<file path="src/rtl/pool_pkg.sv">
// Shared constants and width helpers for the streaming pooling engine.
package pool_pkg;

    localparam logic POOL_AVG = 1'b0;
    localparam logic POOL_MAX = 1'b1;

    function automatic int clog2(input int v);
        int r;
        r = 0;
        for (int i = 0; i < 31; i++) begin
            if ((1 << i) < v) begin
                r = i + 1;
            end
        end
        return r;
    endfunction

    function automatic int accw(input int bw, input int kw, input int kh);
        return bw + clog2(kw * kh);
    endfunction

    function automatic int idxw(input int n);
        return (n > 1) ? clog2(n) : 1;
    endfunction

endpackage

</file>
<file path="src/rtl/pool_lane.sv">
// One-channel combine unit: window init, sum or max update, final divide.
module pool_lane
    import pool_pkg::*;
#(
    parameter int BITWIDTH = 8,
    parameter int WIN      = 4
) (
    input  logic                                init,
    input  logic                                mode,
    input  logic [BITWIDTH+clog2(WIN)-1:0]      acc,
    input  logic [BITWIDTH-1:0]                 pix,
    output logic [BITWIDTH+clog2(WIN)-1:0]      nxt,
    output logic [BITWIDTH-1:0]                 res
);

    localparam int  ACCW = BITWIDTH + clog2(WIN);
    localparam int  SH   = clog2(WIN);
    localparam bit  POW2 = ((1 << SH) == WIN);

    logic [ACCW-1:0] pix_w;
    logic [ACCW-1:0] quot;

    assign pix_w = ACCW'(pix);

    always_comb begin
        nxt = pix_w;
        if (!init) begin
            if (mode == POOL_MAX) begin
                nxt = (pix_w > acc) ? pix_w : acc;
            end else begin
                nxt = acc + pix_w;
            end
        end
    end

    generate
        if (POW2) begin : g_shift
            assign quot = nxt >> SH;
        end else begin : g_div
            assign quot = nxt / ACCW'(WIN);
        end
    endgenerate

    // max results never exceed the sample range, so low bits are exact
    assign res = (mode == POOL_MAX) ? nxt[BITWIDTH-1:0] : quot[BITWIDTH-1:0];

endmodule

</file>
<file path="src/rtl/pool2d_stream.sv">
// Streaming KHEIGHT x KWIDTH pooling with a one-row partial-result buffer
// and a single valid/ready output register.
module pool2d_stream
    import pool_pkg::*;
#(
    parameter int BITWIDTH    = 8,
    parameter int DATAWIDTH   = 28,
    parameter int DATAHEIGHT  = 28,
    parameter int DATACHANNEL = 3,
    parameter int KWIDTH      = 2,
    parameter int KHEIGHT     = 2
) (
    input  logic                            clk,
    input  logic                            rst,
    input  logic                            mode,
    input  logic                            s_valid,
    output logic                            s_ready,
    input  logic [BITWIDTH*DATACHANNEL-1:0] s_data,
    output logic                            m_valid,
    input  logic                            m_ready,
    output logic [BITWIDTH*DATACHANNEL-1:0] m_data,
    output logic                            frame_done
);

    localparam int DW   = BITWIDTH * DATACHANNEL;
    localparam int WIN  = KWIDTH * KHEIGHT;
    localparam int ACCW = accw(BITWIDTH, KWIDTH, KHEIGHT);
    localparam int OW   = DATAWIDTH / KWIDTH;
    localparam int OH   = DATAHEIGHT / KHEIGHT;
    localparam int XW   = idxw(DATAWIDTH);
    localparam int YW   = idxw(DATAHEIGHT);
    localparam int OXW  = idxw(OW);

    localparam logic [XW-1:0] XMAX = XW'(DATAWIDTH - 1);
    localparam logic [YW-1:0] YMAX = YW'(DATAHEIGHT - 1);
    localparam logic [31:0]   KWU  = 32'(KWIDTH);
    localparam logic [31:0]   KHU  = 32'(KHEIGHT);
    localparam logic [31:0]   XLIM = 32'(OW * KWIDTH);
    localparam logic [31:0]   YLIM = 32'(OH * KHEIGHT);
    localparam logic [31:0]   OWL  = 32'(OW - 1);
    localparam logic [31:0]   OHL  = 32'(OH - 1);

    logic [XW-1:0]  x;
    logic [YW-1:0]  y;
    logic           mode_q;
    logic           out_last;
    logic [31:0]    xi;
    logic [31:0]    yi;
    logic [OXW-1:0] ox;
    logic           start;
    logic           cur_mode;
    logic           in_win;
    logic           first;
    logic           last;
    logic           frame_last;
    logic           fire;
    logic           load;
    logic [DW-1:0]  res_flat;

    logic [ACCW-1:0] rowbuf [OW][DATACHANNEL];
    logic [ACCW-1:0] nxt    [DATACHANNEL];

    assign xi         = 32'(x);
    assign yi         = 32'(y);
    assign ox         = OXW'(xi / KWU);
    assign start      = (x == '0) && (y == '0);
    assign cur_mode   = start ? mode : mode_q;
    assign in_win     = (xi < XLIM) && (yi < YLIM);
    assign first      = (xi % KWU == 0) && (yi % KHU == 0);
    assign last       = (xi % KWU == KWU - 1) && (yi % KHU == KHU - 1);
    assign frame_last = (xi / KWU == OWL) && (yi / KHU == OHL);

    assign s_ready    = !m_valid || m_ready;
    assign fire       = s_valid && s_ready;
    assign load       = fire && in_win && last;
    assign frame_done = m_valid && m_ready && out_last;

    generate
        for (genvar c = 0; c < DATACHANNEL; c++) begin : g_lane
            pool_lane #(
                .BITWIDTH (BITWIDTH),
                .WIN      (WIN)
            ) u_lane (
                .init (first),
                .mode (cur_mode),
                .acc  (rowbuf[ox][c]),
                .pix  (s_data[c*BITWIDTH +: BITWIDTH]),
                .nxt  (nxt[c]),
                .res  (res_flat[c*BITWIDTH +: BITWIDTH])
            );
        end
    endgenerate

    // completing beats go straight to the output register, not the buffer
    always_ff @(posedge clk) begin
        if (fire && in_win && !last) begin
            for (int c = 0; c < DATACHANNEL; c++) begin
                rowbuf[ox][c] <= nxt[c];
            end
        end
    end

    always_ff @(posedge clk) begin
        if (rst) begin
            x        <= '0;
            y        <= '0;
            mode_q   <= POOL_AVG;
            m_valid  <= 1'b0;
            m_data   <= '0;
            out_last <= 1'b0;
        end else begin
            if (fire) begin
                if (start) begin
                    mode_q <= mode;
                end
                if (x == XMAX) begin
                    x <= '0;
                    y <= (y == YMAX) ? '0 : y + 1'b1;
                end else begin
                    x <= x + 1'b1;
                end
            end
            if (load) begin
                m_valid  <= 1'b1;
                m_data   <= res_flat;
                out_last <= frame_last;
            end else if (m_ready) begin
                m_valid <= 1'b0;
            end
        end
    end

endmodule

</file>
<file path="config.mk">
export PLATFORM = sky130hd
export DESIGN_NAME = pool2d_stream
export DESIGN_NICKNAME = d
export VERILOG_FILES = /design/src/rtl/pool_pkg.sv /design/src/rtl/pool_lane.sv /design/src/rtl/pool2d_stream.sv
export SDC_FILE = /design/constraint.sdc
export NUM_CORES = 1
export LEC_CHECK = 0
export ABC_CLOCK_PERIOD_IN_PS = 5900
export CORE_MARGIN = 2
export CORE_UTILIZATION = 40
export DETAILED_ROUTE_END_ITERATION = 12
export SLEW_MARGIN = 10
export SYNTH_ARGS = -nofsm -noshare
export SYNTH_HDL_FRONTEND = slang
export SYNTH_SLANG_ARGS = --single-unit
</file>
<file path="constraint.sdc">
create_clock -name clk -period 5.9 [get_ports clk]
set_clock_uncertainty 0.05 [all_clocks]
set_input_delay 1.18 -clock clk [delete_from_list [all_inputs] [get_ports clk]]
set_output_delay 1.18 -clock clk [all_outputs]
set_load 0.02 [all_outputs]
</file>
==> impl_metrics.toml <==
[outcome]
run_status = "complete, no violations"

[cells_and_area]
fillCellCount = 4419
syn_to_final_growth_pct = 14.9
antenna_cells = 0
nets = 1529
drive_above_1_share_pct = 17.7
fin_area_um2 = 23800
fin_cells = 2147

[worst_setup_path]
crit_type = "reg -> reg"
cp_max_fo = 20
cp-start-kind = "register"
path_cells = "buf_4, mux4_2, nand2_1, o21ai_0, a21oi_1, ha_1, a211oi_1, o21ai_0, a221oi_1, nor4bb_2, buf_4, a21oi_1, nor2_1, a21oi_1"
cp_num_buf_inv = 2
cp.arrival_ns = 5.42
end_kind = "register"
path_common_cell = "a21oi_1"
crit_family = "compound AO/OA/AOI/OAI gates"
required_ns = 6.10
critPathSlowestCell = "a21oi_1"
slowest_delay_ns = 0.71

[floorplanning]
fp-row-count = 83
die_h_um = 231
core_area_um2 = 51200
io_pins = 56
die_w_um = 231
dieArea_um2 = 53500
start_util_pct = 40.4

[yosys]
synthCells = 1351
ys_async_sr_fraction_pct = 0
synth-compound-area-share_pct = 7.46
synthMuxAreaShare_pct = 13.3
yosys_warnings = 0
synth_xor_area_share_pct = 1.06
synth_fa_ha_area_share_pct = 4.16
synth_top_area_share_pct = 61.0
synth.largest_area_cell = "edfxtp_1"
postSynthAreaPerCell_um2 = 15.3
ys_ff_latch = 461
synth_seq_area_share_pct = 64.9
ys_top_cells_by_area = "edfxtp_1 (61%), mux4_2 (9.9%), dfxtp_1 (4.0%), ha_1 (3.9%), mux2i_1 (2.1%)"
synth_flop_cell = "edfxtp_1"
synth_top_family_by_area = "multiplexers"
synth_area_um2 = 20700
synth_edf_count = 420
syn_nets = 1447
yosys.area_share.simple_pct = 6.49
ys_types = 72

[sta]
fmax_mhz = 192
finalCriticalPeriod_ns = 5.22
rsz0062_at_grt = "false"
setup_slack_ns = 0.679
finalSetupViolCount = 0
finalHoldViolations = 0
maxSlewViolCount = 0
final.period_utilization_pct = 88.5
fin_setup_tns_ns = 0
max_slew.worst_pin.slew_ns = 1.23
relSlewSlack_pct = 18.2

[clock_network]
hold_buffers = 0
cts_tree = "done"
htree_levels = 2
cts_sinks = 461
clk_latency_ns = 0.58
clk_pin_slew_worst_paths_ns = 0.06
clock-root-buffer = "clkbuf_16"
cts_buffer_depth = 3
cts_setup_buffers = 0
cts_made_buffers = 48
cts_resized = 0

[global_routing]
met2_usage_pct = 32.6
grt_util_met3_pct = 3.76
grt_pass1_wl_um = 81000
globalRouteMet1Util_pct = 29.7
antenna_found_initial = 0
first_global_vias = 12300
grtUsageTotal_pct = 20.7
grt_max_degree = 42
grt-busiest-layer = "met2"
gr-total-overflow = 0

[place]
gp_congestion = 0.911
hpwl_um = 33100
portBuffers = 55
postPlaceCellArea_um2 = 22300
pre_cts_slack_ns = 0.753
dp_cells = 2063

[route]
routedWlPerCell_um = 25.6
ant_nets = 0
drt_pass1_iterations = 6
num_vias = 12400
drt_iter0_drc = 1300
viasPerCell = 5.77
wl_um = 55000
route.detailed.drc = 0

[job]
maxCapViolations = 0

[worst_hold_path]
hp-class = "reg -> reg"

[power]
p_leak_nw = 7.89
p_per_area_nw_per_um2 = 323
vdd_drop_max_uv = 179
[path summary, 6_finish.rpt]
kind,from,to,slack (ns),cells after the start
setup reg to reg,register,rowbuf[1][1],0.68,14
hold reg to reg,m_data[17],m_data[17],0.41,2
setup / recovery,register,rowbuf[1][1],0.68,14
hold / removal,m_data[17],m_data[17],0.41,2
[registers in the layout, summed over array words and instances (netlist names), named ones only]
name and flops:
m_valid 1, mode_q 1, out_last 1, y 5, x 5, m_data 24, rowbuf 420
[report_power, final]
| group | internal (mW) | switching (mW) |
|---|---|---|
| combinational | 0.380 | 0.638 |
| sequential | 3.70 | 0.0217 |
| clock | 1.72 | 1.22 |
| total | 5.80 | 1.88 |
[Yosys cell counts, drive strengths merged, types with 12 or more instances]
cell / instances
mux2: 22
ha: 64
nand3: 20
clkbuf: 34
nand2: 101
inv: 55
mux2i: 45
nor2: 83
o21ai: 36
nor3: 20
buf: 33
edfxtp: 420
mux4: 91
xnor2: 15
nand2b: 12
dfxtp: 41
a21oi: 77
[area by class of cell]
cell class	count	area [um^2]	share of cell area [%]
clock buffer	65	1310	5.49
clock inverter	19	198	0.832
inverter	55	206	0.868
multi-input combinational	768	6830	28.7
sequential	461	13400	56.5
tap	680	851	3.58
timing repair buffer	99	943	3.97
[cells in the final DEF, fill, tap and decap left out, types with 39 or more instances in the layout]
cell type        synthesis  layout
a21oi_1                 76      76
buf_4                    6      39
clkbuf_16                0      49
clkdlybuf4s50_1          0      55
edfxtp_1               420     420
ha_1                    64      64
inv_1                   54      54
mux2i_1                 44      43
mux4_2                  91      91
nand2_1                101     101
nor2_1                  83      72
[cells by family after synthesis]
| family | after synthesis |
|---|---|
| AOI/OAI and AO/OA | 234 |
| xor gates and xnor gates | 25 |
| adders and majority gates | 67 |
| buffers and inverters | 122 |
| DFF | 461 |
| muxes | 158 |
| and+or+nand+nor | 284 |
[metrics by stage]
step           power [mW]  util (%)  hold slack (ns)
3_5_place_dp         4.80      43.5            0.405
2_1_floorplan        4.49         -            0.397
6_report             7.68      46.4            0.413
4_1_cts              7.73      46.4            0.414
5_1_grt              7.95      46.4            0.438
3_3_place_gp         4.79      43.5            0.400
[worst register-to-register path: stages, from the launching register on]
cell,delay (ns)
dfxtp_4,0.65
buf_4,0.31
mux4_2,0.51
nand2_1,0.08
o21ai_0,0.09
a21oi_1,0.58
ha_1,0.38
a211oi_1,0.22
o21ai_0,0.12
a221oi_1,0.32
nor4bb_2,0.09
buf_4,0.22
a21oi_1,0.51
nor2_1,0.08
a21oi_1,0.71
[metal layers]
metal  up-vias  wire length [um]
met5         -                 0
met4         0              1080
met3        71              3980
met2       503             25400
met1      6383             24500
li1       5430                 -
Note: power is estimated with default switching activity, not from simulation.
